===== src/rtl/posit_unpack_seq.sv =====
// Multi-cycle posit field decoder: bit-serial regime scan, then field extraction.
//
// state  | meaning
// IDLE   | ready for a new posit
// SCAN   | examining one regime bit per cycle, MSB first
// FIELDS | computing k, exponent, mantissa and total exponent
// OUT    | result presented, waiting for out_ready
module posit_unpack_seq #(
    parameter int N         = 16,
    parameter int ES        = 1,
    parameter int K_SIZE    = $clog2(N) + 1,
    parameter int TE_SIZE   = K_SIZE + ES,
    parameter int MANT_SIZE = N - 2,
    localparam int EW       = (ES > 0) ? ES : 1
) (
    input  logic                 clk,
    input  logic                 rst,
    input  logic                 in_valid,
    output logic                 in_ready,
    input  logic [N-1:0]         posit_in,
    output logic                 out_valid,
    input  logic                 out_ready,
    output logic                 sign,
    output logic [K_SIZE-1:0]    k,
    output logic [EW-1:0]        exp,
    output logic [MANT_SIZE-1:0] mant,
    output logic [TE_SIZE-1:0]   total_exp,
    output logic                 is_zero,
    output logic                 is_nan
);

    typedef enum logic [1:0] {IDLE, SCAN, FIELDS, OUT} state_t;

    localparam logic [N-2:0]    LOW_ONE = 1;
    localparam logic [K_SIZE-1:0] K_ONE = 1;
    localparam logic [K_SIZE-1:0] IDX_TOP = K_SIZE'(N - 2);

    state_t state, state_next;

    logic [N-2:0]        sr;
    logic                r0;
    logic [K_SIZE-1:0]   m;
    logic [K_SIZE-1:0]   idx;

    logic                accept;
    logic                zero_in;
    logic                nar_in;
    logic [N-2:0]        abs_low;
    logic                scan_bit;
    logic                scan_done;

    logic [EW-1:0]       exp_f;
    logic [N-4:0]        frac_f;
    logic [K_SIZE-1:0]   k_f;
    logic [TE_SIZE-1:0]  te_f;

    assign in_ready  = (state == IDLE);
    assign out_valid = (state == OUT);
    assign accept    = in_valid && in_ready;
    assign zero_in   = (posit_in == '0);
    assign nar_in    = (posit_in == {1'b1, {(N-1){1'b0}}});
    // Only the low N-1 bits of |posit| are needed; the sign position of the magnitude is always 0.
    assign abs_low   = posit_in[N-1] ? (~posit_in[N-2:0] + LOW_ONE) : posit_in[N-2:0];
    assign scan_bit  = sr[N-2];
    assign scan_done = (scan_bit != r0) || (idx == '0);

    // State register.
    always_ff @(posedge clk) begin
        if (rst) state <= IDLE;
        else     state <= state_next;
    end

    // Next-state logic.
    always_comb begin
        state_next = state;
        case (state)
            IDLE:    if (accept) state_next = (zero_in || nar_in) ? OUT : SCAN;
            SCAN:    if (scan_done) state_next = FIELDS;
            FIELDS:  state_next = OUT;
            OUT:     if (out_ready) state_next = IDLE;
            default: state_next = IDLE;
        endcase
    end

    // Field extraction from the bits left over after the run and terminator (left-aligned in sr).
    always_comb begin
        exp_f  = '0;
        frac_f = '0;
        for (int i = 0; i < ES; i++) begin
            if (N - 2 - i >= 0) exp_f[ES-1-i] = sr[N-2-i];
        end
        for (int i = 0; i < N - 3; i++) begin
            if (N - 2 - ES - i >= 0) frac_f[N-4-i] = sr[N-2-ES-i];
        end
        k_f  = r0 ? (m - K_ONE) : (-m);
        te_f = (TE_SIZE'($signed(k_f)) << ES) + TE_SIZE'(exp_f);
    end

    // Datapath: capture, regime scan and result registers.
    always_ff @(posedge clk) begin
        if (rst) begin
            sr        <= '0;
            r0        <= 1'b0;
            m         <= '0;
            idx       <= '0;
            sign      <= 1'b0;
            k         <= '0;
            exp       <= '0;
            mant      <= '0;
            total_exp <= '0;
            is_zero   <= 1'b0;
            is_nan    <= 1'b0;
        end else begin
            case (state)
                IDLE: begin
                    if (accept) begin
                        sign      <= posit_in[N-1];
                        is_zero   <= zero_in;
                        is_nan    <= nar_in;
                        k         <= '0;
                        exp       <= '0;
                        mant      <= '0;
                        total_exp <= '0;
                        sr        <= abs_low;
                        r0        <= abs_low[N-2];
                        m         <= '0;
                        idx       <= IDX_TOP;
                    end
                end
                SCAN: begin
                    // Shift every cycle so the terminator also leaves sr.
                    sr <= sr << 1;
                    if (scan_bit == r0) m <= m + K_ONE;
                    if (idx != '0) idx <= idx - K_ONE;
                end
                FIELDS: begin
                    k         <= k_f;
                    exp       <= exp_f;
                    mant      <= {1'b1, frac_f};
                    total_exp <= te_f;
                end
                default: ;
            endcase
        end
    end

endmodule


===== config.mk =====
export PLATFORM = sky130hd
export DESIGN_NAME = posit_unpack_seq
export DESIGN_NICKNAME = d
export VERILOG_FILES = /design/src/rtl/posit_unpack_seq.sv
export SDC_FILE = /design/constraint.sdc
export NUM_CORES = 1
export LEC_CHECK = 0
export ABC_CLOCK_PERIOD_IN_PS = 5290
export BUFFER_PORTS_ARGS = -buffer_cell sky130_fd_sc_hd__clkbuf_2
export CORE_UTILIZATION = 60
export CTS_CLUSTER_DIAMETER = 30
export CTS_CLUSTER_SIZE = 12
export DETAILED_ROUTE_END_ITERATION = 10
export PLACE_DENSITY = 0.88
export REMOVE_ABC_BUFFERS = 1
export SYNTH_ARGS = -nofsm -noshare
export SYNTH_HDL_FRONTEND = slang
export SYNTH_SLANG_ARGS = --single-unit

===== constraint.sdc =====
create_clock -name clk -period 5.29 [get_ports clk]
set_input_delay 1.587 -clock clk [delete_from_list [all_inputs] [get_ports clk]]
set_output_delay 1.587 -clock clk [all_outputs]
set_load 0.05 [all_outputs]

**After elaboration in Yosys (flattened, before gate mapping)**

Cells that the tools add are included.

- Add/sub/neg operators: 6
- Eq/ne operators: 11
- Mux-type cells: 22
- Bitwise gates (word level): 1
- Reduce and logical (&&, ||, !) cells: 15

Operators with widths:

| kind | count |
|---|---|
| 15-bit two-way mux | 2 |
| 15-bit case mux with 2 select lines | 1 |
| 5-bit case mux with 2 select lines | 3 |
| 14-bit case mux with 2 select lines | 1 |
| 5-bit two-way mux | 5 |
| 16-bit == test (second input constant) | 1 |
| 16-bit zero test | 1 |
| 15-bit by 1-bit adder with 15-bit output (second input constant) | 1 |
| 15-bit NOT | 1 |
| 14-bit two-way mux | 1 |
| 6-bit case mux with 2 select lines | 1 |
| 5-bit by 1-bit subtractor with 5-bit output (second input constant) | 2 |
| 3-bit AND reduction | 3 |
| 2-bit two-way mux | 4 |
| 2-bit case mux with 4 select lines | 1 |
| 6-bit by 1-bit adder with 6-bit output | 1 |
| 6-bit two-way mux | 1 |
| 2-bit inequality test (second input constant) | 3 |
| 2-bit AND reduction | 3 |
| 5-bit by 1-bit adder with 5-bit output (second input constant) | 1 |
| 5-bit zero test | 1 |
| 5-bit negation | 1 |
| 5-bit nonzero test | 1 |
| 2-bit == test (second input constant) | 2 |
| 10 further kinds | 13 |

- Flip-flop bits (word level): 57
- Input bits: 20
- Output and inout port bits: 31

**Longest topological paths before layout**

Gate-level depths: netlist of the first run.

- Word-level depth: 5
- Mapped depth: 8
- Gate-level depth less buffers: 6

**Worst setup path after synthesis of the first run**

Ideal clock, no wire load.

- Kind: input port to flip-flop
- From: in posit_in[8]
- To: reg sr[13]
- Setup time: 0.095 ns
- Arrival: 2.830 ns
- Data required time: 5.195 ns
- Setup slack: 2.365 ns
- Stages on the path: 4
- Path buffers: 0
- Cells stage by stage: or4_1 -> o41ai_2 -> xor2_1 -> a221oi_1

- Word-level cells in the longest chain between the ends: 5

Ends and longest elaborated chain:

| what | line | text |
|---|---|---|
| start, declared | 20 | `input logic [N-1:0] posit_in,` |
| 15-bit NOT | 63 | `assign abs_low = posit_in[N-1] ? (~posit_in[N-2:0] + LOW_ONE) : posit_in[N-2:0];` |
| 15-bit by 1-bit adder with 15-bit output | 63 |  |
| 15-bit two-way mux | 63 |  |
| 15-bit two-way mux | 116 | `if (accept) begin` |
| 15-bit case mux with 2 select lines | 114 | `case (state)` |
| end signal, assigned | 124 | `sr <= abs_low;` |
| end signal, assigned | 132 | `sr <= sr << 1;` |
| end, declared | 40 | `logic [N-2:0] sr;` |

No other way between the ends. The select of a mux whose other input is x is not followed.
A chain may end at the register's enable or synchronous reset.

**Worst setup path in the final report of the first run**

- From: reg state[0]
- To: out in_ready

- Word-level cells in the longest chain between the ends: 1

Ends and longest elaborated chain:

| what | line | text |
|---|---|---|
| start, declared | 38 | `state_t state, state_next;` |
| start signal, assigned | 70 | `else state <= state_next;` |
| 2-bit zero test | 57 | `assign in_ready = (state == IDLE);` |
| end, declared | 19 | `output logic in_ready,` |

No other way between the ends.

==> results of run 1 <==
## synth_stat cells, types with 2 or more instances
| master | instances | share of area (%) |
|---|---|---|
| sky130_fd_sc_hd__clkbuf_1 | 12 | 1.6 |
| sky130_fd_sc_hd__o21ai_0 | 9 | 1.6 |
| sky130_fd_sc_hd__nor2_1 | 34 | 4.5 |
| sky130_fd_sc_hd__xor2_1 | 7 | 2.1 |
| sky130_fd_sc_hd__o211ai_1 | 6 | 1.6 |
| sky130_fd_sc_hd__a211oi_1 | 3 | 0.79 |
| sky130_fd_sc_hd__buf_2 | 10 | 1.7 |
| sky130_fd_sc_hd__a311oi_1 | 2 | 0.61 |
| sky130_fd_sc_hd__or4_1 | 3 | 0.79 |
| sky130_fd_sc_hd__nor3_1 | 9 | 1.6 |
| sky130_fd_sc_hd__o41ai_1 | 2 | 0.61 |
| sky130_fd_sc_hd__a2111oi_0 | 4 | 1.2 |
| sky130_fd_sc_hd__nand2_1 | 24 | 3.1 |
| sky130_fd_sc_hd__a31oi_1 | 5 | 1.1 |
| sky130_fd_sc_hd__nand2b_1 | 10 | 2.2 |
| sky130_fd_sc_hd__o311a_1 | 2 | 0.70 |
| sky130_fd_sc_hd__xnor2_1 | 13 | 4.0 |
| sky130_fd_sc_hd__buf_4 | 6 | 1.6 |
| sky130_fd_sc_hd__nand4_1 | 2 | 0.44 |
| sky130_fd_sc_hd__a21oi_1 | 26 | 4.5 |
| sky130_fd_sc_hd__a221oi_1 | 3 | 0.92 |
| sky130_fd_sc_hd__or3_1 | 4 | 0.87 |
| sky130_fd_sc_hd__mux2i_1 | 5 | 1.7 |
| sky130_fd_sc_hd__o31ai_1 | 3 | 0.79 |
| sky130_fd_sc_hd__dfxtp_1 | 51 | 36 |
| sky130_fd_sc_hd__ha_1 | 10 | 4.4 |
| sky130_fd_sc_hd__nand3_1 | 6 | 1.0 |
| sky130_fd_sc_hd__nor4_1 | 4 | 0.87 |
| sky130_fd_sc_hd__o41ai_2 | 2 | 1.1 |
| sky130_fd_sc_hd__a22oi_1 | 17 | 4.5 |
| sky130_fd_sc_hd__and3_1 | 2 | 0.44 |
| sky130_fd_sc_hd__inv_1 | 16 | 2.1 |
| sky130_fd_sc_hd__nor2b_1 | 2 | 0.44 |
| sky130_fd_sc_hd__nor3b_1 | 2 | 0.52 |
## metrics by stage
step           setup slack [ns]  hold slack (ns)  util, %
4_1_cts                   2.092           0.4591    70.41
3_5_place_dp              1.848           0.4461    68.51
6_report                  2.078           0.4541    70.41
2_1_floorplan             2.116           0.4341        -
3_3_place_gp              2.001           0.4403    68.51
5_1_grt                   1.923           0.5007    70.41
## flip-flops by register name, indices dropped and copies added, names as in the netlist
signal,count
exp,1
idx,5
is_nan,1
is_zero,1
k,5
m,5
mant,14
r0,1
sign,1
sr,15
state,2
## worst max path at each step
| stage | end | depth (start not counted) | startpoint | slack, ns |
|---|---|---|---|---|
| 2_1_floorplan | idx[4]$_SDFFE_PP0P_ | 4 | in_valid | 2.12 |
| 3_3_place_gp | idx[4]$_SDFFE_PP0P_ | 5 | in_valid | 2.00 |
| 3_5_place_dp | idx[4]$_SDFFE_PP0P_ | 5 | in_valid | 1.85 |
| 4_1_cts | in_ready | 3 | state[1]$_SDFFE_PP0P_ | 2.09 |
| 5_1_grt | idx[4]$_SDFFE_PP0P_ | 5 | in_valid | 1.92 |
| 6_report | in_ready | 3 | state[0]$_SDFFE_PP0P_ | 2.08 |
## per-layer routing
layer  GRT usage (%)  share of wire, %  up-vias
li1                -                 -     1296
met1           37.68                47     1277
met2           45.73                47       76
met3           5.271               4.5        9
met4           10.00               1.5        0
met5               0                 0        -
## report_power, final
part | internal [mW] | total [mW] | switching, mW
logic | 0.224 | 0.653 | 0.429
clock network | 0.0928 | 0.227 | 0.134
registers | 0.461 | 0.538 | 0.0771
## worst min-delay path, stage by stage, from the launching register on
cell                      delay (ns)
sky130_fd_sc_hd__dfxtp_1        0.32
sky130_fd_sc_hd__nand2_1        0.05
sky130_fd_sc_hd__a21oi_1        0.05
## area by class of cell
cell class                 count  area [µm²]
timing repair buffer          53       272.8
sequential                    51        1021
inverter                      16       60.06
clock inverter                 2       12.51
fill                         359        1324
multi-input combinational    245        1647
clock buffer                   6       72.57
tap                           52       65.06
## placed cells by master (no fill, tap or decap), types with 3 or more instances in the layout
cell type / Yosys / routed
sky130_fd_sc_hd__dfxtp_1: 51 / 51
sky130_fd_sc_hd__clkbuf_2: 0 / 50
sky130_fd_sc_hd__nor2_1: 34 / 34
sky130_fd_sc_hd__a21oi_1: 26 / 26
sky130_fd_sc_hd__nand2_1: 24 / 24
sky130_fd_sc_hd__a22oi_1: 17 / 17
sky130_fd_sc_hd__inv_1: 16 / 16
sky130_fd_sc_hd__xnor2_1: 13 / 13
sky130_fd_sc_hd__nand2b_1: 10 / 10
sky130_fd_sc_hd__ha_1: 10 / 10
sky130_fd_sc_hd__o21ai_0: 9 / 9
sky130_fd_sc_hd__nor3_1: 9 / 9
sky130_fd_sc_hd__xor2_1: 7 / 7
sky130_fd_sc_hd__nand3_1: 6 / 6
sky130_fd_sc_hd__o211ai_1: 6 / 6
sky130_fd_sc_hd__a31oi_1: 5 / 5
sky130_fd_sc_hd__clkbuf_8: 0 / 5
sky130_fd_sc_hd__mux2i_1: 5 / 4
sky130_fd_sc_hd__or3_1: 4 / 4
sky130_fd_sc_hd__nor4_1: 4 / 4
sky130_fd_sc_hd__a2111oi_0: 4 / 4
sky130_fd_sc_hd__a211oi_1: 3 / 3
sky130_fd_sc_hd__or4_1: 3 / 3
sky130_fd_sc_hd__a221oi_1: 3 / 3
sky130_fd_sc_hd__o31ai_1: 3 / 3
sky130_fd_sc_hd__buf_4: 6 / 3
## logic make-up after synthesis
| kind of cell | share of synthesized area [%] |
|---|---|
| multiplexers | 2.138 |
| XOR/XNOR | 6.108 |
| AND/OR/NAND/NOR | 21.90 |
| flip-flops | 35.60 |
| adder cells (fa/ha/maj) | 4.363 |
| buffers and inverters | 7.111 |
| AO/OA/AOI/OAI | 22.77 |
==> run summary, run 1 <==
For the final routed database, the setup TNS stands at 0 ns. Slowest cell on the critical path: sky130_fd_sc_hd__ha_1. Entering global routing, the biggest net connects 41 pins.

The remaining number of nets flagged by the antenna check after routing came out at 0. Summing every instance area after synthesis gives 2868 µm². The clock tree synthesis step divided the H-tree into 2 levels. The detailed router finished its first iteration with 175 violations. From left edge to right edge, the die measures 71.14 µm.

For the number of detailed-route iterations in the first pass, the log shows 7. The peak fanout along the critical path came out at 12. The number of nets in the finished design was 402.

The tools report the cell at the root of the clock tree as sky130_fd_sc_hd__clkbuf_8. Counting I/O delays and the setup requirement, the final critical path takes 3.212 ns. Using the TritonRoute via totals, the vias-per-cell ratio works out to 6.254.

Post-CTS timing repair inserted 0 buffers for setup. Routability-driven placement finished with a final weighted congestion of 0.8431. The signal on the critical path passes through inv_1, ha_1, clkbuf_2. The initial utilization of the core area, before any placement, comes to 64.09%.

The tools report the first-pass GRT wire length as 11390 µm. After clock tree synthesis, the clock-pin slew on the worst setup and hold paths is 0.10 ns. The worst setup path is of the reg2out kind. The final reports fail on DRC. The startpoint of the most critical register-to-register path is state[0]$_SDFFE_PP0P_. TritonCTS built the clock tree. After floorplanning, the core was divided into 24 placement rows.

The region available for standard cell placement spans 4474 µm². After detailed routing, the total wire length is 6688 µm. For the number of antenna violations at the first check in global routing, the log shows 0. Kind of end point of the critical path: an output pin. The final max-slew violation count came out at 0. On the worst path, the slowest cell contributes a delay of 0.47 ns.

The logs give 0.2557 mV for the largest vdd supply drop and 3151 µm² for the final non-filler cell area. The arrival time of data at the critical path endpoint was 1.63 ns. The headroom to the max-slew limit was 11.96%. In this run, CTS created clock tree buffers numbering 5. The tree built by TritonCTS fans out to 51 sinks. The family of cells with the greatest summed delay on the critical path was buffers and inverters.

The die covers 5060 µm². Static timing analysis puts the maximum clock frequency at 0.3113 GHz. The endpoint identified for the worst register-to-register timing path is idx[4]$_SDFFE_PP0P_. The signed area change from the synthesized netlist to the final layout works out to 9.860%. For the post-synthesis instance total, the log shows 341.

The number of gates resized after CTS was 0. The number of standard cells in the layout, taps in and fillers out was 425. Input and output buffers added on the ports amount to 50. The synthesized design contains 0 enable-type register cells.

The dominant synthesized flop cell is sky130_fd_sc_hd__dfxtp_1. The number of global-route vias before repair is 2438, and the fraction of registers with async set or reset after synthesis is 0%. Dividing the detail-routed wire length by the instance count gives 15.74 µm. The sum of overflow across all layers after global routing was 0; the worst setup slack for register-to-register paths was 2.56 ns. STA puts the critical path data required time at 3.70 ns. For the pin with the worst max-slew slack, the measured transition is 1.295 ns. Together, buffers and inverters on the worst path number 2.

The worst hold path passes through 2 cells. The number of placed I/O pins was 51; the post-DP HPWL was 4570 µm. The tool flagged a number of max-cap violations equal to 0.

The final count of hold timing violations came out at 0. For the maximum root-to-sink buffer count, the log shows 2. In this run the most critical hold path is launched from is_nan$_SDFFE_PP0P_.

From bottom edge to top edge, the die measures 71.14 µm. The final worst clock skew is 0.009189 ns, and the total via count after detailed routing is 2658. For this run, the number of Yosys warnings is 0. Startpoint type of the worst setup path: a register. The placed cell count was 417; the synthesis-stage register bit count was 51.

The total power of the final layout is 1.418 mW, and the static leakage is 1.263 nW. Summing the sequential cell areas from Yosys gives 35.60% of the chip area. For this design the ratio of total power to cell area is 450.0 nW/µm². The run finished, with violations left.

0 antenna diodes ended up in the layout. Class of the worst hold path: reg2reg. In the global route stage, overall resource usage came out at 28.18%. In the finished design, the share of the clock period the worst path needs comes to 60.73%. The number of cell instances on the worst register-to-register path was 6; the count of final setup violators was 0.

Number of hold-repair buffers added at the cts stage: 0. The path with the worst hold slack has its endpoint at is_nan$_SDFFE_PP0P_. Setup repair after global routing left no endpoint under its margin.

The later pin in the worst-skew pair is clocked with a latency of 0.31 ns. Yosys mapped the design onto 59 distinct sky130hd cell types. Dividing the synthesized area by the synthesized cell count gives 8.410 µm². For this run, design rule violations remaining after detail routing come to 3. Once placement finished, the instance area stood at 3065 µm².

Of the cells placed in the final design, the portion with a size suffix greater than 1 is 19.30%.
Note: power is estimated with default switching activity, not from simulation.
==> run 2: changes to the inputs <==
--- a/config.mk
+++ b/config.mk
@@ -5,13 +5,13 @@
 export SDC_FILE = /design/constraint.sdc
 export NUM_CORES = 1
 export LEC_CHECK = 0
-export ABC_CLOCK_PERIOD_IN_PS = 5290
+export ABC_CLOCK_PERIOD_IN_PS = 3000
 export BUFFER_PORTS_ARGS = -buffer_cell sky130_fd_sc_hd__clkbuf_2
-export CORE_UTILIZATION = 60
+export CORE_UTILIZATION = 56
 export CTS_CLUSTER_DIAMETER = 30
 export CTS_CLUSTER_SIZE = 12
 export DETAILED_ROUTE_END_ITERATION = 10
-export PLACE_DENSITY = 0.88
+export PLACE_DENSITY = 0.83
 export REMOVE_ABC_BUFFERS = 1
 export SYNTH_ARGS = -nofsm -noshare
 export SYNTH_HDL_FRONTEND = slang
==> constraint.sdc (replaced) <==
create_clock -name clk -period 3 [get_ports clk]
set_input_delay 0.9 -clock clk [delete_from_list [all_inputs] [get_ports clk]]
set_output_delay 0.9 -clock clk [all_outputs]
set_load 0.05 [all_outputs]
==> run summary, run 2 (synthesized netlist as in run 1, its figures left out) <==
The flow ran to the end, and the final reports show no timing, DRC or antenna violations. The tools report the starting density of the core as 59.53% (was 64.09%). The final non-filler cell area is 3239 µm² (was 3151 µm²). Leading registers by flop count: sr x15, mant x14 (unchanged).

For the arrival time of data at the critical path endpoint, the log shows 1.62 ns (was 1.63 ns). For the clock insertion delay at the later pin of the skew report, the log shows 0.30 ns (was 0.31 ns). The tools report the kind of end point of the critical path as an output pin (unchanged). The die boundary width is 73.56 µm (was 71.14 µm). Number of rows in the core area: 25 (was 24). Class of the worst hold path: reg2reg (unchanged). Sequence of cells on the critical path: inv_1, ha_1, clkbuf_2 (unchanged). The tools report the cell at the root of the clock tree as sky130_fd_sc_hd__clkbuf_8 (unchanged). The flip-flop count of the largest register, all copies and words added is 15 (unchanged). The number of detailed-route iterations in the first pass is 4 (was 7), and the remaining number of nets flagged by the antenna check after routing is 0 (unchanged). The peak fanout along the critical path is 12 (unchanged), and the diode insertion count for antenna repair is 0 (unchanged). The tools report the startpoint type of the worst setup path as a register (unchanged). The number of H-tree levels is 2 (unchanged), and the worst-case setup margin in the final layout is 0.4765 ns (was 2.078 ns). The slowest cell on the critical path was sky130_fd_sc_hd__ha_1 (unchanged). For the global-route total usage across every layer, the log shows 26.23% (was 28.18%). Number of hold-repair buffers added at the cts stage: 0 (unchanged).

The family of cells with the greatest summed delay on the critical path was adder cells (was buffers and inverters). The number of max-cap violations was 0 (unchanged); the worst-case hold slack was 0.4550 ns (was 0.4541 ns). For the core box area, the log shows 4817 µm² (was 4474 µm²).

The tools report the number of global-route vias before repair as 2412 (was 2438). The logs give 6571 µm (was 6688 µm) for the wire length reported by the detailed router and 5411 µm² (was 5060 µm²) for the die outline area. The sum of overflow across all layers after global routing came out at 0 (unchanged). The logs give 51 (unchanged) for the number of placed I/O pins and 2.10 ns (was 3.70 ns) for the endpoint required time on the critical path. The clock transition at the registers of the reported paths was 0.09 ns (was 0.10 ns); the post-cts resize count was 0 (unchanged). Post-DP HPWL: 4804 µm (was 4570 µm). The largest register by flop count is sr (unchanged). For the maximum root-to-sink buffer count, the log shows 2 (unchanged). For the number of antenna violations at the first check in global routing, the log shows 0 (unchanged). The worst path uses 84.12% of the clock period. The count of clock tree sinks is 51 (unchanged), and the static leakage is 1.308 nW (was 1.263 nW). The run gives 153 (was 175) as the DRC violation total after the first TritonRoute iteration.

The delay contributed by the slowest stage of the critical path is 0.49 ns (was 0.47 ns), and the total via count after detailed routing is 2629 (was 2658). The headroom to the max-slew limit is 57.08% (was 11.96%). The TritonCTS buffer count is 5 (unchanged).

The post-layout minimum cycle time is 2.523 ns. The largest vdd supply drop was 0.5023 mV (was 0.2557 mV); the maximum number of pins on one net before global-route repair was 30 (was 41). The number of nets in the finished design came out at 407 (was 402). TritonCTS built the clock tree. The final worst clock skew is 0.004596 ns (was 0.009189 ns). The tools report the first-pass GRT wire length as 11210 µm (was 11390 µm). The sum of negative setup slack is 0 ns (unchanged), and the count of buffers inserted at the top-level ports is 50 (unchanged).

Signed area change from the synthesized netlist to the final layout: 12.96% (was 9.860%). The placed standard-cell area is 3122 µm² (was 3065 µm²), and the number of buffer and inverter instances along the worst setup path is 2 (unchanged). The critical path class is reg2out (unchanged). The chip height is 73.56 µm (was 71.14 µm).

Setup repair after global routing left no endpoint under its margin. The count of final setup violators is 0 (unchanged), and the global placement routability congestion is 0.9007 (was 0.8431). The count of fill cells added during filler insertion came out at 422 (was 359).

Commonest cells after routing, fill and taps aside: sky130_fd_sc_hd__dfxtp_1 (51), sky130_fd_sc_hd__clkbuf_2 (50), sky130_fd_sc_hd__nor2_1 (34) (unchanged). The final max-slew violation count is 0 (unchanged). The most common library cell in the layout ignoring fill and taps was sky130_fd_sc_hd__dfxtp_1 (unchanged).

The minimum setup slack after placement was 0.4783 ns (was 1.848 ns). The routed via count divided by cell count works out to 5.908 (was 6.254). The detailed-route DRC error count was 0 (was 3); the transition time of the tightest slew-check pin was 0.6421 ns (was 1.295 ns). Share of layout cells above drive strength 1: 20.63% (was 19.30%). The number of setup buffers added after CTS is 0 (unchanged), and the power per cell area is 809.4 nW/µm² (was 450.0 nW/µm²). The utilization after layout is 67.25% (was 70.41%), and the routed wirelength normalized by instance count is 14.77 µm (was 15.74 µm).

The logs give 0 (unchanged) for the final count of hold timing violations and 0.3963 GHz for the maximum clock rate.
-- run 2: changes by cell type in the layout (fill, tap and decap cells not counted) --
cell,change
sky130_fd_sc_hd__clkinvlp_4,-1
sky130_fd_sc_hd__clkbuf_1,-1
sky130_fd_sc_hd__bufinv_16,+1
sky130_fd_sc_hd__buf_4,+5
sky130_fd_sc_hd__clkbuf_8,+1
-- run 2: metrics by stage --
step / total power [mW] / std cells
after global placement: 2.097 / 437
after global routing: 2.806 / 445
after detailed placement: 2.133 / 437
after CTS: 2.628 / 445
final: 2.622 / 445
after floorplan: 1.787 / 312
-- run 2: layout make-up --
class / count / area (µm²) / share of cell area (%)
sequential: 51 / 1021 / 31.52
clock buffer: 6 / 82.58 / 2.549
tap: 67 / 83.83 / 2.588
multi-input combinational: 245 / 1647 / 50.83
timing repair buffer: 58 / 310.3 / 9.579
inverter: 16 / 60.06 / 1.854
clock inverter: 2 / 35.03 / 1.081
-- run 2: report_power, final --
group          leakage [nW]  internal (mW)  switching (mW)  total, mW
Clock                0.0612          0.270           0.222      0.492
Sequential            0.415          0.814           0.134      0.948
Combinational         0.832          0.421           0.761       1.18
-- run 2: final timing paths --
kind	slack [ns]	startpoint	endpoint	cells past startpoint
worst max-delay path	0.48	state[0]$_SDFFE_PP0P_	in_ready	3
worst min-delay path	0.46	is_zero$_SDFFE_PP0P_	is_zero$_SDFFE_PP0P_	2
worst max register to register	0.65	state[0]$_SDFFE_PP0P_	sr[9]$_SDFFE_PP0P_	7
worst min register to register	0.46	is_zero$_SDFFE_PP0P_	is_zero$_SDFFE_PP0P_	2
-- run 2: layer usage --
layer  global-route usage (%)  routed length, µm  up-vias
met5                        0                  0        -
met4                    7.906                 44        0
met3                    4.115                312        4
met2                    43.43               3106       78
met1                    35.09               3107     1236
li1                         -                  -     1311
-- run 2: tightest hold or removal path, delay by kind of cell (launching register included) --
| family | cells | cell delay [ns] |
|---|---|---|
| flops | 1 | 0.32 |
| simple gates | 1 | 0.05 |
| compound gates | 1 | 0.05 |
==> run 3: changes to the inputs <==
--- a/config.mk
+++ b/config.mk
@@ -5,13 +5,13 @@
 export SDC_FILE = /design/constraint.sdc
 export NUM_CORES = 1
 export LEC_CHECK = 0
-export ABC_CLOCK_PERIOD_IN_PS = 3000
+export ABC_CLOCK_PERIOD_IN_PS = 2150
 export BUFFER_PORTS_ARGS = -buffer_cell sky130_fd_sc_hd__clkbuf_2
-export CORE_UTILIZATION = 56
+export CORE_UTILIZATION = 50
 export CTS_CLUSTER_DIAMETER = 30
 export CTS_CLUSTER_SIZE = 12
 export DETAILED_ROUTE_END_ITERATION = 10
-export PLACE_DENSITY = 0.83
+export PLACE_DENSITY = 0.78
 export REMOVE_ABC_BUFFERS = 1
 export SYNTH_ARGS = -nofsm -noshare
 export SYNTH_HDL_FRONTEND = slang
==> constraint.sdc (replaced) <==
create_clock -name clk -period 2.15 [get_ports clk]
set_input_delay 0.645 -clock clk [delete_from_list [all_inputs] [get_ports clk]]
set_output_delay 0.645 -clock clk [all_outputs]
set_load 0.05 [all_outputs]
==> run summary, run 3 (synthesized netlist as in run 1, its figures left out) <==
For the worst-case hold slack, the log shows 0.4583 ns (was 0.4550 ns). The peak fanout along the critical path was 7 (was 12). Commonest cells after routing, fill and taps aside: sky130_fd_sc_hd__dfxtp_1 (51), sky130_fd_sc_hd__clkbuf_2 (49), sky130_fd_sc_hd__nor2_1 (34) (was sky130_fd_sc_hd__dfxtp_1 (51), sky130_fd_sc_hd__clkbuf_2 (50), sky130_fd_sc_hd__nor2_1 (34)). For the number of H-tree levels, the log shows 2 (unchanged).

The logs give 0 (unchanged) for the final count of hold timing violations and 1.393 nW (was 1.308 nW) for the static leakage. The run gives 3.650 mW (was 2.622 mW) as the total power of the final layout. Dividing the final minimum period by the clock period gives 91.55%. The class of the worst hold path was reg2reg (unchanged). Endpoint required time on the critical path: 1.50 ns (was 2.10 ns).

The kind of end point of the critical path was an output pin (unchanged). DRC violation total after the first TritonRoute iteration: 163 (was 153). The tools report the cell at the root of the clock tree as sky130_fd_sc_hd__clkbuf_8 (unchanged). The routed wirelength normalized by instance count came out at 15.06 µm (was 14.77 µm).

The transition time of the tightest slew-check pin is 0.5913 ns (was 0.6421 ns), and the flip-flop count of the largest register, all copies and words added is 15 (unchanged). Share of layout cells above drive strength 1: 25.00% (was 20.63%). The run gives 472 (was 445) as the number of standard cells in the layout, taps in and fillers out. The critical path class was reg2out (unchanged). Largest vdd supply drop: 0.5446 mV (was 0.5023 mV). The run gives 51 (unchanged) as the count of clock tree sinks.

The flow ran to the end, and the final reports show no timing, DRC or antenna violations. For the headroom to the max-slew limit, the log shows 60.47% (was 57.08%). The core box area is 5507 µm² (was 4817 µm²). The minimum setup slack after placement is 0.003291 ns (was 0.4783 ns).

The logs give 0 (unchanged) for the count of final setup violators and 11650 µm (was 11210 µm) for the first-pass GRT wire length. TritonCTS built the clock tree. The final max-slew violation count was 0 (unchanged); the clock transition at the registers of the reported paths was 0.10 ns (was 0.09 ns). The met1 wire length was 3156 µm (was 3107 µm). For the total via count after detailed routing, the log shows 2716 (was 2629). The tools report the global-route total usage across every layer as 24.57% (was 26.23%). The routed via count divided by cell count works out to 5.754 (was 5.908). The maximum number of pins on one net before global-route repair is 29 (was 30), and the number of max-cap violations is 0 (unchanged).

The number of detailed-route iterations in the first pass was 4 (unchanged); the power per cell area was 1079 nW/µm² (was 809.4 nW/µm²). For the die outline area, the log shows 6043 µm² (was 5411 µm²). The logs give 5 (unchanged) for the TritonCTS buffer count and 27 (was 25) for the number of rows in the core area.

The count of fill cells added during filler insertion is 499 (was 422), and the number of nets in the finished design is 429 (was 407). The detailed-route DRC error count was 0 (unchanged); the met2 routed wirelength was 3419 µm (was 3106 µm). Worst-case setup margin in the final layout: 0.1817 ns (was 0.4765 ns). Startpoint type of the worst setup path: a register (unchanged).

The most common library cell in the layout ignoring fill and taps was sky130_fd_sc_hd__dfxtp_1 (unchanged). The uppermost metal layer occupied by signal nets was met4 (unchanged). The chip height is 77.74 µm (was 73.56 µm). The diode insertion count for antenna repair came out at 0 (unchanged).

The number of antenna violations at the first check in global routing is 0 (unchanged), and the met3 routed wirelength is 417 µm (was 312 µm). The tools report the maximum clock rate as 0.5081 GHz. The largest register by flop count was sr (unchanged). The utilization after layout is 61.44% (was 67.25%), and the count of buffers inserted at the top-level ports is 50 (unchanged). Leading registers by flop count: sr x15, mant x14 (unchanged). The arrival time of data at the critical path endpoint is 1.32 ns (was 1.62 ns), and the number of global-route vias before repair is 2416 (was 2412). Counting I/O delays and the setup requirement, the final critical path takes 1.968 ns. The maximum root-to-sink buffer count is 2 (unchanged), and the clock insertion delay at the later pin of the skew report is 0.31 ns (was 0.30 ns). The logs give 5174 µm (was 4804 µm) for the post-DP HPWL and 0 (unchanged) for the remaining number of nets flagged by the antenna check after routing. The sum of negative setup slack was 0 ns (unchanged). Setup repair after global routing left no endpoint under its margin.

The final non-filler cell area was 3383 µm² (was 3239 µm²); the placed standard-cell area was 3293 µm² (was 3122 µm²). The signed area change from the synthesized netlist to the final layout came out at 17.98% (was 12.96%). The die boundary width came out at 77.74 µm (was 73.56 µm). For the wire length reported by the detailed router, the log shows 7106 µm (was 6571 µm).

The final worst clock skew is 0.006103 ns (was 0.004596 ns), and the sum of overflow across all layers after global routing is 0 (unchanged). The starting density of the core came out at 52.08% (was 59.53%). The number of placed I/O pins was 51 (unchanged). The global placement routability congestion came out at 0.8534 (was 0.9007).

The tools report the placed cell count as 464 (was 437).
[run 3: critical path, cell delays in order (launching register included)]
cell                       delay, ns
sky130_fd_sc_hd__dfxtp_1        0.35
sky130_fd_sc_hd__inv_1          0.12
sky130_fd_sc_hd__ha_2           0.28
sky130_fd_sc_hd__clkbuf_4       0.26
[run 3: timing repair]
item	CTS	global route
buffers inserted	0	0
hold endpoints to repair	0	0
hold buffers	0	0
setup endpoints to repair	0	1
resized for setup	0	3
[run 3: worst paths after layout]
check / to / slack (ns) / from / depth (start not counted)
setup reg to reg: sr[6]$_SDFFE_PP0P_ / 0.23 / state[1]$_SDFFE_PP0P_ / 8
hold / removal: sign$_SDFFE_PP0P_ / 0.46 / sign$_SDFFE_PP0P_ / 2
hold reg to reg: sign$_SDFFE_PP0P_ / 0.46 / sign$_SDFFE_PP0P_ / 2
setup / recovery: in_ready / 0.18 / state[0]$_SDFFE_PP0P_ / 3
[run 3: where the power goes]
group	leakage (nW)	switching (mW)	internal, mW
clock network	0.0412	0.325	0.228
registers	0.415	0.190	1.13
logic	0.937	1.09	0.679
[run 3: layout make-up]
cell class | instances | area (µm²) | area share, %
clock inverters | 2 | 12.51 | 0.3698
well taps | 72 | 90.09 | 2.663
clock buffers | 6 | 72.57 | 2.145
repair buffers | 80 | 478.0 | 14.13
inverters | 16 | 60.06 | 1.775
flip-flops and latches | 51 | 1021 | 30.18
multi-input cells | 245 | 1649 | 48.74
[run 3: routing by layer]
| layer | vias to the layer above | global-route usage [%] |
|---|---|---|
| met5 | - | 0 |
| met1 | 1269 | 30.96 |
| met3 | 10 | 4.824 |
| li1 | 1348 | - |
| met2 | 89 | 41.68 |
| met4 | 0 | 8.302 |
